--- config.mk ---
export PLATFORM = sky130hd
export DESIGN_NAME = panel_input_cond
export DESIGN_NICKNAME = d
export VERILOG_FILES = /design/src/rtl/panel_input_cond.sv
export SDC_FILE = /design/constraint.sdc
export NUM_CORES = 1
export LEC_CHECK = 0
export CAP_MARGIN = 20
export CORE_ASPECT_RATIO = 0.7
export CORE_MARGIN = 2
export CORE_UTILIZATION = 30
export DETAILED_ROUTE_END_ITERATION = 12
export GPL_TIMING_DRIVEN = 0
export MAX_ROUTING_LAYER = met4
export PLACE_DENSITY = 0.43
export SYNTH_ARGS = -nofsm -noshare
export SYNTH_HDL_FRONTEND = slang
export SYNTH_SLANG_ARGS = --single-unit
--- constraint.sdc ---
create_clock -name clk -period 6.4 [get_ports clk]
set_input_delay 1.28 -clock clk [delete_from_list [all_inputs] [get_ports clk]]
set_output_delay 1.28 -clock clk [all_outputs]
set_load 0.02 [all_outputs]
--- src/rtl/panel_input_cond.sv ---
// panel_input_cond: front-panel conditioner ahead of the LED pattern stage.
// Synchronises and debounces the mode switches and the continue key, and
// generates the periodic step tick.
// Ports:
//   clk, reset            : clock, async active-high reset
//   sw_raw[1:0], key_raw  : raw async inputs (key active-low)
//   tick_en               : tick counter run enable
//   sw[1:0], contin       : debounced levels (contin active-low)
//   contin_press/_release : one-cycle button strobes
//   sw_change, tick       : one-cycle switch-update and step strobes
module panel_input_cond #(
  parameter int DEBOUNCE_CYCLES = 1000000,
  parameter int TICK_CYCLES     = 50000000,
  parameter int CNT_W           = 27
) (
  input  logic       clk,
  input  logic       reset,
  input  logic [1:0] sw_raw,
  input  logic       key_raw,
  input  logic       tick_en,
  output logic [1:0] sw,
  output logic       contin,
  output logic       contin_press,
  output logic       contin_release,
  output logic       sw_change,
  output logic       tick
);

  localparam logic [CNT_W-1:0] DB_LAST = CNT_W'(DEBOUNCE_CYCLES - 1);
  localparam logic [CNT_W-1:0] TK_LAST = CNT_W'(TICK_CYCLES - 1);
  localparam logic [CNT_W-1:0] ONE     = CNT_W'(1);

  typedef enum logic [1:0] {
    IDLE, PRESS_WAIT, PRESSED, RELEASE_WAIT
  } btn_st_t;

  logic [1:0] sw_m_q, sw_s_q, sw_p_q;
  logic       key_m_q, key_s_q;

  logic [1:0]       sw_q, sw_d;
  logic [CNT_W-1:0] sw_cnt_q, sw_cnt_d;
  logic             sw_chg_q, sw_chg_d;

  btn_st_t          st_q, st_d;
  logic [CNT_W-1:0] b_cnt_q, b_cnt_d;
  logic             contin_q, contin_d;
  logic             press_q, press_d;
  logic             rel_q, rel_d;

  logic [CNT_W-1:0] t_cnt_q, t_cnt_d;
  logic             tick_q, tick_d;

  always_ff @(posedge clk or posedge reset) begin
    if (reset) begin
      sw_m_q   <= 2'b00;
      sw_s_q   <= 2'b00;
      sw_p_q   <= 2'b00;
      key_m_q  <= 1'b1;
      key_s_q  <= 1'b1;
      sw_q     <= 2'b00;
      sw_cnt_q <= '0;
      sw_chg_q <= 1'b0;
      st_q     <= IDLE;
      b_cnt_q  <= '0;
      contin_q <= 1'b1;
      press_q  <= 1'b0;
      rel_q    <= 1'b0;
      t_cnt_q  <= '0;
      tick_q   <= 1'b0;
    end else begin
      sw_m_q   <= sw_raw;
      sw_s_q   <= sw_m_q;
      sw_p_q   <= sw_s_q;
      key_m_q  <= key_raw;
      key_s_q  <= key_m_q;
      sw_q     <= sw_d;
      sw_cnt_q <= sw_cnt_d;
      sw_chg_q <= sw_chg_d;
      st_q     <= st_d;
      b_cnt_q  <= b_cnt_d;
      contin_q <= contin_d;
      press_q  <= press_d;
      rel_q    <= rel_d;
      t_cnt_q  <= t_cnt_d;
      tick_q   <= tick_d;
    end
  end

  // A fresh sw_s value (differs from last cycle) restarts the count at 1.
  always_comb begin
    sw_d     = sw_q;
    sw_cnt_d = '0;
    sw_chg_d = 1'b0;
    if (sw_s_q != sw_q) begin
      if (sw_s_q != sw_p_q) begin
        sw_cnt_d = ONE;
      end else if (sw_cnt_q == DB_LAST) begin
        sw_d     = sw_s_q;
        sw_chg_d = 1'b1;
      end else begin
        sw_cnt_d = sw_cnt_q + ONE;
      end
    end
  end

  always_comb begin
    st_d     = st_q;
    b_cnt_d  = b_cnt_q;
    contin_d = contin_q;
    press_d  = 1'b0;
    rel_d    = 1'b0;
    case (st_q)
      IDLE: begin
        contin_d = 1'b1;
        b_cnt_d  = '0;
        if (!key_s_q) begin
          st_d    = PRESS_WAIT;
          b_cnt_d = ONE;
        end
      end
      PRESS_WAIT: begin
        if (key_s_q) begin
          st_d    = IDLE;
          b_cnt_d = '0;
        end else if (b_cnt_q == DB_LAST) begin
          st_d     = PRESSED;
          b_cnt_d  = '0;
          contin_d = 1'b0;
          press_d  = 1'b1;
        end else begin
          b_cnt_d = b_cnt_q + ONE;
        end
      end
      PRESSED: begin
        contin_d = 1'b0;
        b_cnt_d  = '0;
        if (key_s_q) begin
          st_d    = RELEASE_WAIT;
          b_cnt_d = ONE;
        end
      end
      RELEASE_WAIT: begin
        if (!key_s_q) begin
          st_d    = PRESSED;
          b_cnt_d = '0;
        end else if (b_cnt_q == DB_LAST) begin
          st_d     = IDLE;
          b_cnt_d  = '0;
          contin_d = 1'b1;
          rel_d    = 1'b1;
        end else begin
          b_cnt_d = b_cnt_q + ONE;
        end
      end
      default: begin
        st_d     = IDLE;
        b_cnt_d  = '0;
        contin_d = 1'b1;
      end
    endcase
  end

  always_comb begin
    t_cnt_d = t_cnt_q;
    tick_d  = 1'b0;
    if (tick_en) begin
      if (t_cnt_q == TK_LAST) begin
        t_cnt_d = '0;
        tick_d  = 1'b1;
      end else begin
        t_cnt_d = t_cnt_q + ONE;
      end
    end
  end

  assign sw             = sw_q;
  assign contin         = contin_q;
  assign contin_press   = press_q;
  assign contin_release = rel_q;
  assign sw_change      = sw_chg_q;
  assign tick           = tick_q;

endmodule
==> impl_metrics.csv <==
group,metric,value,unit
setup_path,cp.arrival,3.27,ns
setup_path,critical_path_required,6.63,ns
grt,grt_overflow,0,
clock_network,htree_levels,3,
floorplan,initial_core_util,0.3046,
hold_path,hold_class,"flip-flop to flip-flop",
synth,synth_edf_count,0,
floorplan,core,0.01540,sq mm
place,place_area,0.005082,sq mm
grt,grt_util_all_layers,0.1266,
timing,post-route-period-util,0.4751,
finish,stdcell_area,0.005394,sq mm
grt,antenna_found_initial,0,
timing,whs,0.3517,ns
clock_network,hold_buffers,0,
clock_network,clk_latency,0.35,ns
clock_network,clock-root-buffer,"clkbuf_16",
synth,synth_top_family_by_area,"simple AND/OR/NAND/NOR gates",
synth,synth_cell_types,43,
timing,tightest_slew,0.9417,ns
synth,yosysWarnings,0,
floorplan,dieArea,0.01667,sq mm
finish,final_cells,685,
setup_path,slowest_stage,"nor4_2",
floorplan,num_rows,38,
clock_network,numCtsBuffers,9,
detailed_routing,post_drt_wl_per_cell,13.52,um
setup_path,end_kind,"flip-flop",
grt,grt_start_max_net_pins,69,
floorplan,die_h,108.6,um
timing,max_freq,0.3289,GHz
run,maxCapViolCount,0,
finish,nets,494,
timing,period_minus_slack,3.040,ns
clock_network,clk_path_buf_depth,2,
detailed_routing,num_vias,3194,
synth,synth_fa_ha_area_frac,0.02133,
synth,syn_inst,457,
synth,yosysTopAreaCell,"dfrtp_1",
clock_network,path_clk_slew,0.08,ns
finish,syn2layout_area_growth,14.96,%
timing,fin_setup_tns,0,ns
timing,setup_ws,3.360,ns
timing,report.final.hold_viol_count,0,
synth,syn_area_per_cell,10.27,sq um
setup_path,path_buf_inv,2,
synth,syn_area,0.004692,sq mm
place,gp_congestion,0.7473,
detailed_routing,drt_pass1_iterations,4,
setup_path,crit_fanout,10,
clock_network,cts_resized,0,
clock_network,cts_setup_buffers,0,
detailed_routing,postRouteAntennaNets,0,
finish,antennaDiodeCount,0,
finish,filler_cell_count,1560,
place,pre_cts_ws,2.951,ns
detailed_routing,wl,9.258,mm
power,power,1.516,mW
power,max-vdd-ir-drop,0.1289,mV
setup_path,critical_path.top_delay_family,"simple AND/OR/NAND/NOR gates",
finish,drive_gt1_frac,0.07835,
detailed_routing,drtIter0Drc,171,
setup_path,cp_slowest_stage_delay,0.73,ns
timing,final.setup_skew,0.008598,ns
floorplan,io_pins,13,
timing,rsz0062_at_grt,"no",
outcome,outcome,"complete, no violations",
grt,grt_pass1_wl,16.37,mm
detailed_routing,vias_per_cell,4.663,
timing,setup_viol,0,
power,powerDensity,281.1,mW/mm^2
floorplan,die_w,153.5,um
synth,synth_compound_area_frac,0.02480,
detailed_routing,drc,0,
synth,syn_nets,471,
place,port_buffers,11,
place,dp.cells,669,
synth,ys_ff_latch,98,
setup_path,crit_type,"input port to flip-flop",
synth,yosysSeqAreaShare,0.5235,
synth,synth_top_area_frac,0.5067,
synth,synth-simple-area-share,0.2469,
power,leakage,2.257,nW
synth,synthXorXnorAreaFrac,0.1493,
place,hpwlAfterDp,6.144,mm
finish,fin_util,0.3501,
setup_path,worst_setup_path_start_kind,"input port",
clock_network,numClockSinks,98,
timing,drv_slew,0,
setup_path,worstPathCellList,"buf_2, nand3_1, nor2_1, nand2_1, nor4_2, buf_2, nor2_1",
timing,relSlewSlack,0.3670,
synth,synthArstFlopShare,1.000,
synth,yosys_most_used_dff,"dfrtp_1",
clock_network,tritoncts,"built",
grt,grt_pass1_vias,3247,
synth,synth_mux_area_frac,0.01120,
synth,synthTopCellsByArea,"dfrtp_1, xor2_1, nor2_1, xnor2_1, nand4_1",
-- placed cells by master (no fill, tap or decap), types with 10 or more instances in the layout --
cell | synthesis | final
nand2_1 | 27 | 27
xor2_1 | 57 | 57
nand3_1 | 31 | 31
nand4_1 | 26 | 26
xnor2_1 | 23 | 23
clkdlybuf4s50_1 | 0 | 11
inv_1 | 11 | 10
dfrtp_1 | 95 | 95
nor2_1 | 83 | 83
-- area by class of cell --
type / instances / area, sq um / area share
Timing Repair Buffer: 12 / 137.6 / 0.02552
Inverter: 11 / 43.79 / 0.008119
Multi-Input combinational cell: 335 / 2128 / 0.3946
Tap cell: 200 / 250.2 / 0.04639
Buffer: 13 / 66.31 / 0.01229
Clock buffer: 9 / 225.2 / 0.04175
Clock inverter: 7 / 86.33 / 0.01601
Sequential cell: 98 / 2456 / 0.4553
-- worst paths after layout --
path / from / endpoint / slack, ns / cells past startpoint
max in group asynchronous: reset / key_m_q$_DFF_PP1_ / 4.40 / 3
min in group asynchronous: reset / tick$_DFF_PP0_ / 1.29 / 2
hold reg to reg: sw_m_q[1]$_DFF_PP0_ / sw_s_q[1]$_DFF_PP0_ / 0.35 / 0
setup / recovery: tick_en / t_cnt_q[7]$_DFFE_PP0P_ / 3.36 / 7
setup reg to reg: t_cnt_q[0]$_DFFE_PP0P_ / t_cnt_q[7]$_DFFE_PP0P_ / 3.84 / 7
hold / removal: sw_m_q[1]$_DFF_PP0_ / sw_s_q[1]$_DFF_PP0_ / 0.35 / 0
-- synth_stat cells, types with 4 or more instances --
cell / number
nor3_1: 7
nand2_1: 27
xnor2_1: 23
inv_1: 11
a21oi_1: 8
and4_1: 8
dfrtp_1: 95
nor4_2: 4
and2_1: 4
and3_1: 9
nand3_1: 31
xor2_1: 57
clkbuf_1: 9
nor2_1: 83
or4_1: 4
nor4_1: 9
ha_1: 8
nand4_1: 26
-- where the power goes --
part	internal, mW	switching, mW	total (mW)
clock network	0.312	0.260	0.572
registers	0.663	0.0449	0.707
logic	0.0965	0.140	0.237
-- layer usage --
metal | wire [um] | GRT usage | vias to the layer above
li1 | - | - | 1613
met1 | 5161 | 0.1797 | 1539
met2 | 3704 | 0.1789 | 32
met3 | 306 | 0.03100 | 10
met4 | 85 | 0.03932 | 0
met5 | 0 | - | -
-- sequential cells by signal, summed over array words and instances (netlist names), 2 cells and up, named ones only --
register,cells
b_cnt_q,27
sw,2
sw_cnt_q,27
sw_m_q,2
sw_p_q,2
sw_s_q,2
t_cnt_q,27
-- cells by family after synthesis --
group                    Yosys count
AND/OR/NAND/NOR                  224
flip-flops                        98
AO/OA/AOI/OAI                     18
adder cells (fa/ha/maj)            8
buffers and inverters             24
multiplexers                       5
XOR/XNOR                          80
Note: power is estimated with default switching activity, not from simulation.
